--- src/rtl/reg_cmd_sequencer.sv ---
// Command sequencer between the link word stream and the register block: parses headers,
// issues select/write/read strobes per register and returns read data plus a status word.
module reg_cmd_sequencer (
  input  logic        clk,
  input  logic        reset,
  input  logic [31:0] rx_word,
  input  logic        rx_valid,
  output logic        rx_ready,
  output logic [31:0] tx_word,
  output logic        tx_valid,
  input  logic        tx_ready,
  output logic [31:0] reg_data,
  output logic        reg_num_le,
  output logic        reg_wr_en,
  output logic        reg_rd_en,
  input  logic [31:0] reg_rd_data,
  input  logic        illegal_reg_num,
  output logic        busy
);

  typedef enum logic [3:0] {
    StIdle,
    StDecode,
    StSel,
    StChk,
    StWdata,
    StWr,
    StRd,
    StRwait,
    StRpush,
    StDrain,
    StStatus
  } state_e;

  localparam logic [3:0] OpWrite = 4'h1;
  localparam logic [3:0] OpRead  = 4'h2;

  state_e      state_q, state_d;
  logic [3:0]  opcode_q, opcode_d;
  logic [5:0]  count_q, count_d;
  logic [21:0] cur_reg_q, cur_reg_d;
  logic [5:0]  done_q, done_d;
  logic [5:0]  drain_q, drain_d;
  logic        bad_op_q, bad_op_d;
  logic        zero_cnt_q, zero_cnt_d;
  logic        ill_reg_q, ill_reg_d;
  logic        rx_ready_q, rx_ready_d;
  logic [31:0] tx_word_q;
  logic        tx_valid_q;
  logic [31:0] reg_data_q;
  logic        rx_fire, tx_fire, is_write, ok_d;
  logic [31:0] status_d;

  assign rx_fire  = rx_valid && rx_ready_q;
  assign tx_fire  = tx_valid_q && tx_ready;
  assign is_write = (opcode_q == OpWrite);

  always_comb begin
    state_d    = state_q;
    opcode_d   = opcode_q;
    count_d    = count_q;
    cur_reg_d  = cur_reg_q;
    done_d     = done_q;
    drain_d    = drain_q;
    bad_op_d   = bad_op_q;
    zero_cnt_d = zero_cnt_q;
    ill_reg_d  = ill_reg_q;
    unique case (state_q)
      StIdle: begin
        if (rx_fire) begin
          opcode_d   = rx_word[31:28];
          count_d    = rx_word[27:22];
          cur_reg_d  = rx_word[21:0];
          done_d     = '0;
          bad_op_d   = 1'b0;
          zero_cnt_d = 1'b0;
          ill_reg_d  = 1'b0;
          state_d    = StDecode;
        end
      end
      StDecode: begin
        if (opcode_q != OpWrite && opcode_q != OpRead) begin
          bad_op_d = 1'b1;
          state_d  = StStatus;
        end else if (count_q == 6'd0) begin
          zero_cnt_d = 1'b1;
          state_d    = StStatus;
        end else begin
          state_d = StSel;
        end
      end
      StSel: state_d = StChk;
      StChk: begin
        if (illegal_reg_num) begin
          ill_reg_d = 1'b1;
          if (is_write) begin
            // Words for the current and all later registers are still pending on rx.
            drain_d = count_q - done_q;
            state_d = StDrain;
          end else begin
            state_d = StStatus;
          end
        end else begin
          state_d = is_write ? StWdata : StRd;
        end
      end
      StWdata: begin
        if (rx_fire) state_d = StWr;
      end
      StWr: begin
        done_d    = done_q + 6'd1;
        cur_reg_d = cur_reg_q + 22'd1;
        state_d   = (done_d == count_q) ? StStatus : StSel;
      end
      StRd:    state_d = StRwait;
      StRwait: state_d = StRpush;
      StRpush: begin
        if (tx_fire) begin
          done_d    = done_q + 6'd1;
          cur_reg_d = cur_reg_q + 22'd1;
          state_d   = (done_d == count_q) ? StStatus : StSel;
        end
      end
      StDrain: begin
        if (rx_fire) begin
          drain_d = drain_q - 6'd1;
          if (drain_q == 6'd1) state_d = StStatus;
        end
      end
      StStatus: begin
        if (tx_fire) state_d = StIdle;
      end
      default: state_d = StIdle;
    endcase
  end

  assign ok_d       = ~(bad_op_d | zero_cnt_d | ill_reg_d);
  assign status_d   = {opcode_d, count_d, done_d, 12'b0, bad_op_d, zero_cnt_d, ill_reg_d, ok_d};
  assign rx_ready_d = (state_d == StIdle) || (state_d == StWdata) || (state_d == StDrain);

  always_ff @(posedge clk) begin
    if (reset) begin
      state_q    <= StIdle;
      opcode_q   <= '0;
      count_q    <= '0;
      cur_reg_q  <= '0;
      done_q     <= '0;
      drain_q    <= '0;
      bad_op_q   <= 1'b0;
      zero_cnt_q <= 1'b0;
      ill_reg_q  <= 1'b0;
      rx_ready_q <= 1'b0;
      tx_word_q  <= '0;
      tx_valid_q <= 1'b0;
      reg_data_q <= '0;
    end else begin
      state_q    <= state_d;
      opcode_q   <= opcode_d;
      count_q    <= count_d;
      cur_reg_q  <= cur_reg_d;
      done_q     <= done_d;
      drain_q    <= drain_d;
      bad_op_q   <= bad_op_d;
      zero_cnt_q <= zero_cnt_d;
      ill_reg_q  <= ill_reg_d;
      rx_ready_q <= rx_ready_d;

      if (state_d == StSel) begin
        reg_data_q <= {10'b0, cur_reg_d};
      end else if (state_q == StWdata && rx_fire) begin
        reg_data_q <= rx_word;
      end

      // Later assignments override the handshake clear when a new word is loaded.
      if (tx_fire) tx_valid_q <= 1'b0;
      if (state_q == StRwait) begin
        tx_word_q  <= reg_rd_data;
        tx_valid_q <= 1'b1;
      end
      if (state_d == StStatus && state_q != StStatus) begin
        tx_word_q  <= status_d;
        tx_valid_q <= 1'b1;
      end
    end
  end

  assign rx_ready   = rx_ready_q;
  assign tx_word    = tx_word_q;
  assign tx_valid   = tx_valid_q;
  assign reg_data   = reg_data_q;
  assign reg_num_le = (state_q == StSel);
  assign reg_wr_en  = (state_q == StWr);
  assign reg_rd_en  = (state_q == StRd);
  assign busy       = (state_q != StIdle);

endmodule

--- config.mk ---
export PLATFORM = sky130hd
export DESIGN_NAME = reg_cmd_sequencer
export DESIGN_NICKNAME = d
export VERILOG_FILES = /design/src/rtl/reg_cmd_sequencer.sv
export SDC_FILE = /design/constraint.sdc
export NUM_CORES = 1
export LEC_CHECK = 0
export CAP_MARGIN = 20
export CORE_UTILIZATION = 50
export DETAILED_ROUTE_END_ITERATION = 16
export GPL_TIMING_DRIVEN = 0
export PLACE_DENSITY = 0.83
export SLEW_MARGIN = 30
export SYNTH_ARGS = -nofsm -noshare
export SYNTH_HDL_FRONTEND = slang
export SYNTH_SLANG_ARGS = --single-unit
--- constraint.sdc ---
create_clock -name clk -period 6.75 [get_ports clk]
set_input_delay 1.6875 -clock clk [delete_from_list [all_inputs] [get_ports clk]]
set_output_delay 1.6875 -clock clk [all_outputs]
set_load 0.02 [all_outputs]
# Word-level counts from Yosys, hierarchy flattened
# Cells that the tools add are included.
# classes
n_bitwise	3
addsub	4
reduce_logical	18
n_eq_ne	23
n_mux	44
# ops
cell	count
two-way mux 22 bit	4
case mux 22 bit (3 select lines)	1
two-way mux 32 bit	2
two-way mux 4 bit	12
case mux 4 bit (11 select lines)	1
two-way mux 6 bit	7
adder 22 x 1 -> 22 bit, second input constant	1
equality test 4 x 3 -> 1 bit, second input constant	5
equality test 4 bit, second input constant	5
case mux 6 bit (3 select lines)	1
equality test 4 x 2 -> 1 bit, second input constant	3
case mux 6 bit (2 select lines)	1
two-way mux 1 bit	10
equality test 4 x 1 -> 1 bit, second input constant	2
logical NOT 4 bit	2
adder 6 x 1 -> 6 bit, second input constant	1
equality test 6 x 1 -> 1 bit, second input constant	1
equality test 6 bit	1
logical NOT 6 bit	1
!= test 2 bit, second input constant	3
case mux 1 bit (2 select lines)	3
nonzero test 2 bit	3
subtractor 6 x 1 -> 6 bit, second input constant	1
subtractor 6 bit	1
other kinds (12)	20
# totals
wordCells	107
reg_bits	117
out_inout_bits	70
in_bits	69

# Logic depth before layout (Yosys ltp)
# Gate-level depths: netlist (run 1).
# depth
depth_word	8
depth_mapped	10
ltp_nobuf	9

# Least setup slack after synthesis (run 1)
# No wires, ideal clock.
# synth_timing
kind	input -> register
startpoint	input port tx_ready
endpoint	register tx_word_q[16], in the netlist tx_word[16]
n_path_buf	1
path_slack_ns	3.479
stages	7
t_arrival_ns	3.150
required_ns	6.629
setup_ns	0.121
cell_sequence	and3b_1 a21o_1 a2111oi_4 nor3_4 nand3_2 buf_6 mux2_4
# synth_between
elab_chain_cells	6
word_cells_on_any_way	10
classes_between	eq/ne: 1; mux: 6; reduce/logical: 3
# synth_lines
element	line_no	rtl
start, declared	11	input logic tx_ready,
logical AND 1 bit (*)	55	assign tx_fire = tx_valid_q && tx_ready;
two-way mux 4 bit (on tied branches)	131, 118	
case mux 4 bit (11 select lines)	68	unique case (state_q)
equality test 4 bit	180	if (state_d == StStatus && state_q != StStatus) begin
logical AND 1 bit	180	
two-way mux 32 bit / nonzero test 2 bit (equally long branches)	-	
end signal, assigned	177	tx_word_q <= reg_rd_data;
end signal, assigned	181	tx_word_q <= status_d;
end, declared	48	logic [31:0] tx_word_q;
# Mark *: on every way between the ends. The rest lies on a longest branch, timed or not.
# A chain may end at the register's enable or synchronous reset.

# Worst setup path after layout (run 1)
# layout_timing
startpoint	register state_q[1]
endpoint	output port reg_num_le
# layout_between
elab_chain_cells	1
# layout_lines
element	line_no	rtl
start, declared	38	state_e state_q, state_d;
start signal, assigned	143	state_q <= StIdle;
start signal, assigned	157	state_q <= state_d;
equality test 4 x 2 -> 1 bit	191	assign reg_num_le = (state_q == StSel);
end, declared	13	output logic reg_num_le,
# Every way passes these cells.

==> reports/qor.yml, run 1 <==
htreeDepth: 4
p_leak_nw: 3.08
yosys_warnings: 0
crit_path_max_fanout: 10
setup_viol: 0
synth_area_leader_cell: "dfxtp_1"
clock-skew-final_ps: 7.15
period_minus_slack_ps: 3980
num_rows: 40
nNetsFinal: 978
power-per-cell-area_nw_per_um2: 294
cts_resized: 0
worst_pin_slew_ps: 732
required_ps: 5060
port_buffers: 138
antenna_found_initial: 0
die_h_um: 114
grt_setup_unrepaired: "no"
die-area_um2: 13100
grt_pass1_wl_um: 29700
clk_pin_slew_ps: 50
async_flop_share_pct: 0
viasPerCell: 5.71
diodes: 0
status: "completed"
grt_use_total_pct: 29.2
gp_congestion: 0.937
clock_path_buffers: 2
synth_fp_nets: 821
dpl.hpwl_um: 13200
ys_seq_area_share_pct: 37.1
cp-end-kind: "output port"
wl_per_cell_um: 17.1
synthFlopType: "dfxtp_1"
drive_above_1_share_pct: 11.4
postCtsHoldBufs: 0
synth.area.top_cells: "dfxtp_1 (37%), nand2_1 (8.0%), a21oi_1 (6.6%)"
core_um2: 12200
clk_latency_ps: 420
synthCells: 742
netlist-cell-type-count: 75
cts.sinks: 117
yosysMostFrequentCell: "nand2_1"
start_util_pct: 52.0
yosys-top-cells-count: "nand2_1 (134), dfxtp_1 (117), a21oi_1 (83)"
ir_worst_vdd_mv: 0.171
numCtsBuffers: 17
grt_max_degree: 17
slew_viol_final: 0
ant_nets: 0
post-cts-setup-buffers: 0
cts_tree: "built"
via_count: 6169
crit_path_start_kind: "flip-flop"
ios: 139
syn_area_per_cell_um2: 8.52
drc_errors: 0
cts_root_buf: "clkbuf_16"
hold_viol: 0
max_freq_ghz: 0.251
maxSlewHeadroom_pct: 50.8
worstPathArrival_ps: 2290
finalCritPeriodShare_pct: 59.0
critical_path_class: "reg -> out"
synth_area_um2: 6320
wirelength_um: 18400
drv_cap: 0
worstHoldPathType: "reg -> reg"
final_util_pct: 70.2
synth-edff-count: 0
synth-seq-cells: 117
drt_iter0_markers: 514
fill_cells: 926
setup_tns_ps: 0
grt_pass1_vias: 5885
syn2layout_area_growth_pct: 35.2
yosysTopAreaCellShare_pct: 37.1
die_x_um: 114
grt_overflow: 0
first_pass_iters: 5
[where the power goes]
part | internal, W | switching [W] | leakage, nW
combinational | 0.000314 | 0.000435 | 1.82
clock | 0.000637 | 0.000315 | 0.316
sequential | 0.000749 | 0.0000570 | 0.945
[worst paths after layout]
kind | startpoint | to | slack, ps | cells after the start
min | drain_q[5] | drain_q[5] | 480 | 2
max | state_q[1] | reg_num_le | 2770 | 5
min reg2reg | drain_q[5] | drain_q[5] | 480 | 2
max reg2reg | state_q[0] | tx_word[28] | 4180 | 9
[layout make-up]
cell class | instances | area [um^2] | area share [%]
Buffer | 53 | 262 | 3.06
Multi-Input combinational cell | 558 | 3660 | 42.9
Sequential cell | 117 | 2340 | 27.4
Timing Repair Buffer | 138 | 1380 | 16.2
Clock inverter | 8 | 119 | 1.39
Tap cell | 168 | 210 | 2.46
Clock buffer | 24 | 512 | 5.99
Inverter | 14 | 52.6 | 0.615
[kinds of logic after synthesis]
kind of cell / Yosys count / share of synthesized area [%]
AOI/OAI and AO/OA: 174 / 17.4
xor gates and xnor gates: 11 / 1.52
adders and majority gates: 10 / 2.10
buffers and inverters: 67 / 4.97
DFF: 117 / 37.1
muxes: 64 / 12.0
and+or+nand+nor: 299 / 24.9
[stage by stage]
stage	worst slack (ps)	hold WS [ps]	instance area, um^2	cells	power [W]
floorplan	3480	456	6320	742	0.00130
global placement	2630	470	7910	1048	0.00154
detailed placement	2630	478	7910	1048	0.00155
CTS	2770	485	8540	1080	0.00249
global route	2630	518	8540	1080	0.00260
finish	2770	484	8540	1080	0.00251
[routing by layer]
layer | routed length [um] | up-vias | global-route usage, %
met1 | 8150 | 2894 | 38.9
li1 | - | 2973 | -
met4 | 435 | 0 | 11.8
met2 | 8600 | 264 | 46.9
met5 | 0 | - | 0
met3 | 1250 | 38 | 5.29
[layout by cell type, fill, tap and decap left out, types with 4 or more instances in the layout]
cell type        instances
a21o_1                   4
a21oi_1                 83
a22oi_1                  6
a31oi_1                 15
a32oi_1                  5
and2_1                   6
and3_1                   7
buf_2                   14
buf_4                    4
buf_6                    4
clkbuf_1                30
clkbuf_16               17
clkbuf_8                 6
clkdlybuf4s50_1        138
clkinv_2                 4
dfxtp_1                117
ha_1                     9
inv_1                   14
mux2_1                  20
mux2_4                  18
mux2i_1                 23
nand2_1                134
nand2b_1                 6
nand3_1                  7
nand3b_1                 5
nand4_1                 10
nand4b_1                 4
nor2_1                  34
nor2b_1                  7
nor3_1                  26
nor3_2                   8
nor4_1                   6
o211ai_1                 4
o21a_1                   5
o21ai_0                 28
or3_1                    7
xnor2_1                  5
xor2_1                   6
[registers in the layout, indices dropped and copies added, names as in the netlist, 4 cells and up]
signal	count
cur_reg_q	22
count_q	6
state_q	4
tx_word	32
opcode_q	4
drain_q	6
done_q	6
reg_data	32
[worst max-delay path: stages (launching register included)]
cell,delay [ps]
dfxtp_1,320
buf_2,210
buf_2,280
nand2b_1,110
nor3_1,270
clkdlybuf4s50_1,670
Note: power is estimated with default switching activity, not from simulation.
==> run 2, diff against run 1 <==
CORE_UTILIZATION = 46   (was 50)
PLACE_DENSITY = 0.81   (was 0.83)
clock period = 3.5 ns   (was 6.75 ns; I/O delays follow)
==> reports/qor.yml, run 2 (same netlist as run 1, synthesis figures left out) <==
status: "completed"
clock_path_buffers: 2  # unchanged
grt_use_total_pct: 26.7  # -2.6 points
final_cell_mix: "clkdlybuf4s50_1 (138), nand2_1 (134), dfxtp_1 (117)"
port_buffers: 138  # unchanged
crit_path_start_kind: "flip-flop"
cp-end-kind: "output port"
cts_resized: 0  # unchanged
first_pass_iters: 6  # +1
wl_per_cell_um: 17.4  # +2.0%
clk_pin_slew_ps: 60  # about the same
drive_above_1_share_pct: 11.4  # unchanged
diodes: 0  # unchanged
dr.max_layer_used: "met4"
cts_tree: "built"
clock-skew-final_ps: 8.70  # +1.55 ps
met3_length_um: 1470  # +17%
drt_iter0_markers: 541  # +5.3%
die_h_um: 119  # +4.2%
worstHoldPathType: "reg -> reg"
cts.sinks: 117  # unchanged
wirelength_um: 19000  # +2.8%
syn2layout_area_growth_pct: 34.9
ios: 139  # unchanged
die_x_um: 119  # +4.2%
crit_path_max_fanout: 10  # unchanged
dpl.hpwl_um: 13200  # +0.34%
ir_worst_vdd_mv: 0.309  # +81%
period_minus_slack_ps: 3100
viasPerCell: 5.81  # +1.6%
p_leak_nw: 3.05  # -1.0%
drc_errors: 0  # unchanged
final_common_cell: "clkdlybuf4s50_1"
num_rows: 42  # +5.0%
via_count: 6317  # +2.4%
numCtsBuffers: 17  # unchanged
setup_tns_ps: 0  # unchanged
start_util_pct: 47.5  # -4.4 points
grt_pass1_wl_um: 29900  # +0.53%
postCtsHoldBufs: 0  # unchanged
critical_path_class: "reg -> out"
grt_pass1_vias: 5880  # -0.085%
maxSlewHeadroom_pct: 49.3  # -1.5 points
drv_cap: 0  # unchanged
grt_setup_unrepaired: "no"
grt_overflow: 0  # unchanged
total_power_w: 0.00478  # +91%
gp_congestion: 0.954  # +1.9%
hold_viol: 0  # unchanged
wirelength_met1_um: 8170  # +0.18%
antenna_found_initial: 0  # unchanged
grt_max_degree: 17  # unchanged
cts_root_buf: "clkbuf_16"
core_um2: 13300  # +9.3%
required_ps: 2620  # -2440 ps
die-area_um2: 14200  # +8.5%
setup_viol: 0  # unchanged
nNetsFinal: 978  # unchanged
finalCritPeriodShare_pct: 88.7
htreeDepth: 4  # unchanged
max_freq_ghz: 0.322
power-per-cell-area_nw_per_um2: 561  # +91%
slew_viol_final: 0  # unchanged
dr_wl_met2_um: 8720  # +1.4%
worst_pin_slew_ps: 754  # +21.9 ps
post-cts-setup-buffers: 0  # unchanged
clk_latency_ps: 420  # about the same
ant_nets: 0  # unchanged
worstPathArrival_ps: 2230  # -60 ps
run 2: path summary, 6_finish.rpt:
kind / slack, ps / cells after the start / endpoint / from
max: 400 / 5 / reg_num_le / state_q[1]
min: 490 / 2 / drain_q[5] / drain_q[5]
max reg2reg: 940 / 9 / tx_word[31] / state_q[0]
min reg2reg: 490 / 2 / drain_q[5] / drain_q[5]
run 2: area by class of cell:
cell class,instances,area [um^2]
Clock buffer,19,443
Clock inverter,13,158
Tap cell,176,220
Timing Repair Buffer,138,1380
Fill cell,1096,4770
Buffer,53,262
Inverter,14,52.6
Multi-Input combinational cell,558,3660
Sequential cell,117,2340
run 2: power by group:
part | switching, W | leakage [nW] | internal, W
registers | 0.000111 | 0.945 | 0.00144
clock network | 0.000644 | 0.285 | 0.00113
logic | 0.000846 | 1.82 | 0.000606
total | 0.00160 | 3.05 | 0.00318
run 2: through the flow:
stage	util, %	hold WS, ps	cell area, um^2	cells	setup slack, ps
finish	64.1	491	8520	1088	395
floorplan	-	456	6320	742	1040
global route	64.1	533	8520	1088	317
CTS	64.1	489	8520	1088	413
detailed placement	59.6	482	7920	1056	136
global placement	59.6	471	7920	1056	178
run 2: routing by layer:
metal / global-route usage (%) / up-vias
met2: 42.1 / 300
met3: 5.03 / 69
met4: 11.6 / 0
li1: - / 2962
met5: 0 / -
met1: 35.4 / 2986
run 2: critical path, stage by stage (launching register included):
cell and delay (ps):
dfxtp_1 320, buf_2 200, buf_2 260, nand2b_1 100, nor3_1 260, clkdlybuf4s50_1 670
==> run 3, diff against run 2 <==
CTS_CLUSTER_DIAMETER = 150   (was default)
MAX_ROUTING_LAYER = met4   (was default)
==> reports/qor.yml, run 3 (same netlist as run 1, synthesis figures left out) <==
status: "completed"
worst_pin_slew_ps: 803  # +49.3 ps
period_minus_slack_ps: 3120  # +11.0 ps
die_h_um: 119  # unchanged
maxSlewHeadroom_pct: 46.0  # -3.3 points
grt_use_total_pct: 27.5  # +0.79 points
required_ps: 2620  # about the same
setup_viol: 0  # unchanged
die-area_um2: 14200  # unchanged
setup_tns_ps: 0  # unchanged
ant_nets: 0  # unchanged
final_common_cell: "clkdlybuf4s50_1"
clock_path_buffers: 2  # unchanged
die_x_um: 119  # unchanged
port_buffers: 138  # unchanged
clk_latency_ps: 420  # about the same
critPathBufInv: 3  # unchanged
worstHoldStart: "drain_q[5]"
num_rows: 42  # unchanged
grt_pass1_vias: 5870  # -0.17%
grt_setup_unrepaired: "no"
via_count: 6143  # -2.8%
final_cell_mix: "clkdlybuf4s50_1 (138), nand2_1 (134), dfxtp_1 (117)"
whs_ps: 498  # +6.91 ps
dpl.hpwl_um: 13100  # -0.86%
cp-end-kind: "output port"
crit_path_start_kind: "flip-flop"
htreeDepth: 4  # unchanged
slew_viol_final: 0  # unchanged
wirelength_met1_um: 8410  # +3.0%
grt_pass1_wl_um: 29600  # -1.0%
drt_iter0_markers: 484  # -11%
diodes: 0  # unchanged
clk_pin_slew_ps: 50  # about the same
viasPerCell: 5.65  # -2.8%
max_stage_delay_ps: 670  # about the same
crit_path_max_fanout: 10  # unchanged
drive_above_1_share_pct: 11.4  # unchanged
cts_resized: 0  # unchanged
reg2reg_slack_ps: 990  # +50 ps
cts_tree: "built"
power-per-cell-area_nw_per_um2: 566  # +0.75%
start_util_pct: 47.5  # unchanged
cp_slowest_cell: "clkdlybuf4s50_1"
critical_path_class: "reg -> out"
gp_congestion: 0.969  # +1.5%
dr.max_layer_used: "met4"
postCtsHoldBufs: 0  # unchanged
numCtsBuffers: 17  # unchanged
worstPathCellList: "buf_2 > buf_2 > nand2b_1 > nor3_1 > clkdlybuf4s50_1"
core_um2: 13300  # unchanged
p_leak_nw: 3.08  # +1.0%
drc_errors: 0  # unchanged
met3_length_um: 1160  # -21%
wirelength_um: 18400  # -2.7%
grt_max_degree: 17  # unchanged
dr_wl_met2_um: 8210  # -5.8%
first_pass_iters: 5  # -1
r2r_end: "tx_word[29]"
cp.depth: 5  # unchanged
grt_overflow: 0  # unchanged
ir_worst_vdd_mv: 0.363  # +18%
crit_end: "reg_num_le"
max_freq_ghz: 0.321  # -0.35%
wl_per_cell_um: 17.0  # -2.7%
critPathLaunch: "state_q[1]"
cts_root_buf: "clkbuf_16"
syn2layout_area_growth_pct: 35.3
worstHoldPathType: "reg -> reg"
nNetsFinal: 978  # unchanged
antenna_found_initial: 0  # unchanged
finalCritPeriodShare_pct: 89.0  # +0.31 points
drv_cap: 0  # unchanged
reg2reg_depth: 9  # unchanged
post-cts-setup-buffers: 0  # unchanged
hold_viol: 0  # unchanged
clock-skew-final_ps: 7.08  # -1.61 ps
r2r-start: "state_q[0]"
cp_common_cell: "buf_2"
worstPathArrival_ps: 2240  # about the same
ios: 139  # unchanged
crit_family: "buffers and inverters"
total_power_w: 0.00484  # +1.1%
cts.sinks: 117  # unchanged
==> run 3: changes by cell type in the layout (fill, tap and decap cells not counted), sizes merged <==
cell	delta
clkinv	-1
clkbuf	+5
clkinvlp	-4
==> run 3: worst register-to-register path, delay by kind of cell (launching register included) <==
kind	cells	cell delay (ps)
flops	1	350
compound gates	3	360
simple gates	2	460
buf+inv	3	920
mux	1	300
==> run 3: final cells by class <==
cell class              instances  area (um^2)
plain buffers                  53          262
clock buffers                  24          512
clock inverters                 8          119
fillers                      1120         4740
inverters                      14         52.6
multi-input cells             558         3660
flip-flops and latches        117         2340
well taps                     176          220
repair buffers                138         1380
==> run 3: how the worst min path moves through the flow <==
stage | to | cells past startpoint
after global routing | drain_q[5] | 2
final | drain_q[5] | 2
after CTS | drain_q[5] | 2
after detailed placement | drain_q[5] | 2
after global placement | drain_q[5] | 2
after floorplan | drain_q[5] | 2
==> run 3: metrics by stage <==
step                cell area [um^2]  std cells  setup WS, ps  utilization [%]
floorplan                       6320        742          1040                -
global placement                7920       1056           170             59.6
detailed placement              7920       1056           184             59.6
CTS                             8550       1088           382             64.3
global route                    8550       1088           289             64.3
finish                          8550       1088           384             64.3
==> run 3: layer usage <==
| metal | track usage (%) | vias up |
|---|---|---|
| met3 | 5.17 | 53 |
| met1 | 35.9 | 2880 |
| met5 | - | - |
| li1 | - | 2962 |
| met2 | 39.6 | 248 |
| met4 | 15.5 | 0 |
==> run 3: power breakdown <==
part	leakage (nW)	switching [W]	internal [W]
combinational	1.82	0.000827	0.000607
clock	0.316	0.000622	0.00123
sequential	0.945	0.000108	0.00144
